--- config.mk ---
export PLATFORM = sky130hd
export DESIGN_NAME = rr_stream_arbiter
export DESIGN_NICKNAME = d
export VERILOG_FILES = /design/src/rtl/rr_stream_arbiter.sv
export SDC_FILE = /design/constraint.sdc
export NUM_CORES = 1
export LEC_CHECK = 0
export ABC_AREA = 1
export CORE_MARGIN = 5
export CORE_UTILIZATION = 43
export DETAILED_ROUTE_END_ITERATION = 10
export PLACE_DENSITY = 0.9
export SLEW_MARGIN = 40
export SYNTH_ARGS = -nofsm -noshare
export SYNTH_HDL_FRONTEND = slang
export SYNTH_SLANG_ARGS = --single-unit
--- constraint.sdc ---
create_clock -name clk -period 3.38 [get_ports clk]
set_clock_uncertainty 0.05 [all_clocks]
set_input_delay 0.845 -clock clk [delete_from_list [all_inputs] [get_ports clk]]
set_output_delay 0.845 -clock clk [all_outputs]
set_load 0.05 [all_outputs]
--- src/rtl/rr_stream_arbiter.sv ---
// rr_stream_arbiter: round-robin NUM_REQ:1 valid/ready stream arbiter with a single registered output stage.
// Define RR_STREAM_ARB_PKT_LOCK_EN to hold the grant on one requester until its req_last beat is accepted.
module rr_stream_arbiter #(
  parameter int  NUM_REQ    = 4,
  parameter int  DATA_WIDTH = 32,
  localparam int ID_WIDTH   = (NUM_REQ > 1) ? $clog2(NUM_REQ) : 1
) (
  input  logic                          clk,
  input  logic                          rst_n,
  input  logic [NUM_REQ-1:0]            req_valid,
  output logic [NUM_REQ-1:0]            req_ready,
  input  logic [NUM_REQ*DATA_WIDTH-1:0] req_data,
  input  logic [NUM_REQ-1:0]            req_last,
  output logic                          out_valid,
  input  logic                          out_ready,
  output logic [DATA_WIDTH-1:0]         out_data,
  output logic [ID_WIDTH-1:0]           out_id,
  output logic                          out_last,
  output logic [NUM_REQ-1:0]            grant_oh
);

  function automatic logic [NUM_REQ-1:0] to_onehot(input logic [ID_WIDTH-1:0] idx);
    logic [NUM_REQ-1:0] oh;
    oh = '0;
    for (int i = 0; i < NUM_REQ; i++) begin
      if (ID_WIDTH'(i) == idx) begin
        oh[i] = 1'b1;
      end
    end
    return oh;
  endfunction

  function automatic logic [ID_WIDTH-1:0] next_idx(input logic [ID_WIDTH-1:0] idx);
    if (int'(idx) >= NUM_REQ - 1) begin
      return '0;
    end else begin
      return idx + ID_WIDTH'(1);
    end
  endfunction

  // Returns {found, index} of the first valid requester scanning upward from start with wrap.
  function automatic logic [ID_WIDTH:0] rr_pick(input logic [ID_WIDTH-1:0] start,
                                               input logic [NUM_REQ-1:0]  valid);
    logic                found;
    logic [ID_WIDTH-1:0] sel;
    int                  idx;
    found = 1'b0;
    sel   = '0;
    for (int k = 0; k < NUM_REQ; k++) begin
      idx = int'(start) + k;
      if (idx >= NUM_REQ) begin
        idx = idx - NUM_REQ;
      end
      if (!found && valid[idx]) begin
        found = 1'b1;
        sel   = ID_WIDTH'(idx);
      end
    end
    return {found, sel};
  endfunction

  logic [ID_WIDTH-1:0]   ptr_q, ptr_d;
  logic                  out_valid_q, out_valid_d;
  logic [DATA_WIDTH-1:0] out_data_q, out_data_d;
  logic [ID_WIDTH-1:0]   out_id_q, out_id_d;
  logic                  out_last_q, out_last_d;
  logic [NUM_REQ-1:0]    grant_oh_q, grant_oh_d;
`ifdef RR_STREAM_ARB_PKT_LOCK_EN
  logic                  lock_q, lock_d;
  logic [ID_WIDTH-1:0]   lock_id_q, lock_id_d;
`endif

  logic [ID_WIDTH:0]     pick_s;
  logic [ID_WIDTH-1:0]   win_s;
  logic                  any_s;
  logic                  load_s;
  logic                  accept_s;

  // Winner selection; a held lock overrides the round-robin scan.
  always_comb begin
    pick_s = rr_pick(ptr_q, req_valid);
`ifdef RR_STREAM_ARB_PKT_LOCK_EN
    if (lock_q) begin
      any_s = req_valid[lock_id_q];
      win_s = lock_id_q;
    end else begin
      any_s = pick_s[ID_WIDTH];
      win_s = pick_s[ID_WIDTH-1:0];
    end
`else
    any_s = pick_s[ID_WIDTH];
    win_s = pick_s[ID_WIDTH-1:0];
`endif
  end

  // Handshake and next-state for the output stage, pointer and lock.
  always_comb begin
    load_s      = !out_valid_q || out_ready;
    accept_s    = load_s && any_s;
    req_ready   = accept_s ? to_onehot(win_s) : '0;
    ptr_d       = ptr_q;
    out_valid_d = out_valid_q;
    out_data_d  = out_data_q;
    out_id_d    = out_id_q;
    out_last_d  = out_last_q;
    grant_oh_d  = grant_oh_q;
`ifdef RR_STREAM_ARB_PKT_LOCK_EN
    lock_d      = lock_q;
    lock_id_d   = lock_id_q;
`endif
    if (accept_s) begin
      out_valid_d = 1'b1;
      out_data_d  = req_data[int'(win_s)*DATA_WIDTH +: DATA_WIDTH];
      out_id_d    = win_s;
      out_last_d  = req_last[win_s];
      grant_oh_d  = to_onehot(win_s);
`ifdef RR_STREAM_ARB_PKT_LOCK_EN
      // The pointer only moves once the packet completes, so the next packet goes to someone else.
      if (req_last[win_s]) begin
        lock_d = 1'b0;
        ptr_d  = next_idx(win_s);
      end else begin
        lock_d    = 1'b1;
        lock_id_d = win_s;
      end
`else
      ptr_d = next_idx(win_s);
`endif
    end else if (out_valid_q && out_ready) begin
      out_valid_d = 1'b0;
      grant_oh_d  = '0;
    end else begin
      out_valid_d = out_valid_q;
      grant_oh_d  = grant_oh_q;
    end
  end

  // State registers.
  always_ff @(posedge clk or negedge rst_n) begin
    if (!rst_n) begin
      ptr_q       <= '0;
      out_valid_q <= 1'b0;
      out_data_q  <= '0;
      out_id_q    <= '0;
      out_last_q  <= 1'b0;
      grant_oh_q  <= '0;
`ifdef RR_STREAM_ARB_PKT_LOCK_EN
      lock_q      <= 1'b0;
      lock_id_q   <= '0;
`endif
    end else begin
      ptr_q       <= ptr_d;
      out_valid_q <= out_valid_d;
      out_data_q  <= out_data_d;
      out_id_q    <= out_id_d;
      out_last_q  <= out_last_d;
      grant_oh_q  <= grant_oh_d;
`ifdef RR_STREAM_ARB_PKT_LOCK_EN
      lock_q      <= lock_d;
      lock_id_q   <= lock_id_d;
`endif
    end
  end

  assign out_valid = out_valid_q;
  assign out_data  = out_data_q;
  assign out_id    = out_id_q;
  assign out_last  = out_last_q;
  assign grant_oh  = grant_oh_q;

endmodule

==> results.py <==
metrics = {
    "synthesis": {
        "synth_top_family_by_area": "simple AND/OR/NAND/NOR gates",
        "synth_compound_area_share_pct": 1.051,
        "synth.area.top_cells": "dfrtp_1, nand2_1, nand3_1",
        "synth_seq_cells": 42,
        "ys_warn_count": 0,
        "synth_mux_area_share_pct": 0,
        "synthCells": 541,
        "synth_area_per_cell_um2": 6.161,
        "yosysSeqAreaShare_pct": 31.53,
        "synth-async-reset-ratio_pct": 100.0,
        "synth_top_area_cell": "dfrtp_1",
        "synth.distinct_cells": 24,
        "synthesis.area_mm2": 0.003333,
        "synth_adder_area_share_pct": 0,
        "synth_fp_nets": 680,
        "synth_flop_cell": "dfrtp_1",
        "synth_xor_area_share_pct": 0,
        "synth_most_common_cell": "nand2_1",
        "synth_edf_count": 0,
        "synth_common_cells": "nand2_1, nand3_1, inv_1",
        "synth_top_area_share_pct": 31.53,
        "synthSimpleGateAreaFrac_pct": 50.00,
    },
    "setup_path": {
        "cp.required_ps": 2480,
        "r2r_setup_slack_ps": 760,
        "end_kind": "primary output",
        "worst-path-buf-inv": 5,
        "worst-setup-path-type": "in2out",
        "r2r-start": "ptr_q[0]$_DFFE_PN0P_",
        "critical_path.max_fanout": 4,
        "cpLargestDelayFamily": "simple AND/OR/NAND/NOR gates",
        "timing.rr.end": "out_data[13]$_DFFE_PN0P_",
        "critPathSlowestCell": "dlygate4sd2_1",
        "start_kind": "input port",
        "cpPeakStageDelay_ps": 250,
        "path_cells": "dlygate4sd2_1 -> inv_2 -> nand2_4 -> nand3_4 -> nand2_4 -> nor2_4 -> nand3b_1 -> nand3_4 -> inv_2 -> nor2_4 -> inv_2 -> nor2_4 -> buf_12",
        "critical_path.startpoint": "req_valid[0]",
        "reg2reg_depth": 16,
        "worstPathArrival_ps": 2310,
    },
    "routing": {
        "met3_length_um": 839,
        "route.detailed.drc": 0,
        "vias_per_cell": 4.829,
        "drt_pass1_iterations": 4,
        "via_count": 4008,
        "drt-wirelength-per-cell_um": 14.00,
        "wl_met2_um": 6127,
        "detail-route-antenna-nets": 0,
        "wirelength_met1_um": 4289,
        "drt-total-wl_um": 11620,
        "routed.top_layer": "met4",
        "initialDrtViolationCount": 167,
    },
    "sta": {
        "tightest_slew_ps": 546.5,
        "slew_headroom_pct": 63.45,
        "min_period_ps": 3209,
        "period_share_pct": 94.95,
        "fin_ws_ps": 170.7,
        "hold_viol_final": 0,
        "fmax_mhz": 311.6,
        "grt_setup_unrepaired": "false",
        "drv_slew": 0,
        "whs_ps": 438.9,
        "setup_viol": 0,
    },
    "global_route": {
        "grt_pass1_wl_um": 17970,
        "grt_antenna_before_repair": 0,
        "first_global_vias": 4002,
        "grt_overflow": 0,
        "grt_usage_pct": 22.65,
        "grt_max_degree": 55,
    },
    "power_and_ir_drop": {
        "clkPwrFrac_pct": 6.2,
        "swShare_pct": 56.01,
        "p_comb_share_pct": 79.3,
        "p_int_mw": 2.947,
        "p_leak_nw": 2.866,
        "ir_drop_uv": 867.8,
        "pwr-share-seq_pct": 14.5,
        "power_density_mw_per_mm2": 1202,
        "power_switching_mw": 3.752,
    },
    "min_path": {
        "holdCritPathClass": "reg2reg",
        "hold_depth": 2,
        "holdPathEnd": "out_data[23]$_DFFE_PN0P_",
        "hold_start": "out_data[23]$_DFFE_PN0P_",
    },
    "cts": {
        "htree_levels": 2,
        "cts_sinks": 42,
        "cts_buffers": 5,
        "clockRootBuffer": "clkbuf_8",
        "ctsHoldBuffers": 0,
        "clk_path_buf_depth": 2,
        "cts_tree": "built",
        "clkLatencyLatePin_ps": 300,
        "clkSlewWorstSetupHoldPaths_ps": 90,
    },
    "finish": {
        "seq_area_mm2": 0.001052,
        "areaGrowthSynthToFinish_pct": 67.19,
        "stdcell_count": 830,
        "multi_input_area_mm2": 0.001822,
        "fillers": 592,
        "drive_gt1_share_pct": 11.26,
        "antenna_cells": 0,
        "final_cell_area_mm2": 0.005573,
        "fin_nets": 866,
    },
    "status": {
        "status": "finished, final reports clean",
    },
    "placed_design": {
        "placed_cell_area_mm2": 0.005271,
        "place.gp.congestion": 0.8850,
        "dp_slack_ps": -106.3,
        "portBuffers": 182,
        "hpwl_um": 8873,
        "placed_cells": 815,
    },
    "floorplan": {
        "start_util_pct": 43.59,
        "fp.dieH_um": 98.05,
        "fp.dieW_um": 98.05,
        "dieArea_mm2": 0.009613,
        "row_count": 32,
        "top_level_ports": 183,
        "coreArea_mm2": 0.007647,
    },
    "flow_run": {
        "cap_violations": 0,
    },
}
-- area by class of cell --
| cell class | count | share of cell area [%] |
|---|---|---|
| flip-flops and latches | 42 | 18.88 |
| clock inverters | 3 | 0.8756 |
| inverters | 107 | 7.252 |
| well taps | 102 | 2.290 |
| multi-input cells | 365 | 32.69 |
| clock buffers | 5 | 1.235 |
| repair buffers | 206 | 36.78 |
-- logic make-up (layout without fill, tap and decap cells) --
group	Yosys count	count (layout)
AOI/OAI and AO/OA	6	6
buffers and inverters	134	321
DFF	42	42
and+or+nand+nor	359	359
-- metrics by stage --
step	TNS (ps)	util [%]	power, mW
after floorplan	0	-	4.533
final	0	72.87	6.699
after detailed placement	-320.3	68.93	5.971
after CTS	0	71.61	6.537
after global routing	0	72.87	7.218
after global placement	0	68.90	5.780
-- cell usage in the layout (no fill, tap or decap), types with 3 or more instances in the layout --
cell             instances
nor2_1                   5
buf_12                   4
dfrtp_1                 41
nand3_2                  4
clkdlybuf4s50_1        173
dlymetal6s2s_1           3
inv_2                   11
or2_1                   33
clkbuf_8                 5
nand3_4                  3
nor2_4                   5
nand2_4                  6
or2_0                    7
nand2_1                166
nand3_1                116
inv_1                   94
buf_4                   24
nand2_2                 10
-- state kept, by name (all words and copies together) (netlist names) --
register,count
grant_oh,4
out_valid,1
out_id,2
out_data,32
ptr_q,2
out_last,1
-- worst register-to-register path, stage by stage, from the launching register on --
cell	delay [ps]
dfrtp_2	520
inv_2	210
nand2_1	90
nand2_1	160
nand2_1	110
nand2_2	100
nor2_1	60
nor2_2	130
nand2_4	80
nand2_4	80
buf_4	130
buf_4	390
nand2_1	120
nand3_1	100
nand2_1	70
nand2_1	70
nand2_1	50
-- how the worst max path moves through the flow --
stage | end | slack, ps | depth (start not counted)
2_1_floorplan | req_ready[0] | 80 | 10
3_3_place_gp | req_ready[0] | 10 | 12
3_5_place_dp | req_ready[2] | -110 | 13
4_1_cts | req_ready[2] | 5 | 13
5_1_grt | req_ready[3] | 50 | 13
6_report | req_ready[3] | 170 | 13
-- routing by layer --
metal,vias to the layer above,track usage (%)
met3,36,5.857
met2,169,41.52
met4,0,7.455
li1,2001,-
met5,-,0
met1,1802,25.40
-- timing repair --
| item | 4_1_cts | 5_1_grt |
|---|---|---|
| pin swaps | 11 | 11 |
| gates resized for setup | 20 | 23 |
| endpoints found under the hold margin | 0 | 0 |
| setup endpoints to repair | 4 | 4 |
| setup buffers | 4 | 3 |
-- power by group through the flow --
stage / logic, mW / registers [mW] / clock network (mW)
after floorplan: 2.79 / 1.74 / 0
after global routing: 5.77 / 1.00 / 0.447
after detailed placement: 5.00 / 0.966 / 0
final: 5.31 / 0.973 / 0.416
after global placement: 4.83 / 0.955 / 0
after CTS: 5.15 / 0.962 / 0.428
(Power assumes the default switching activity.)
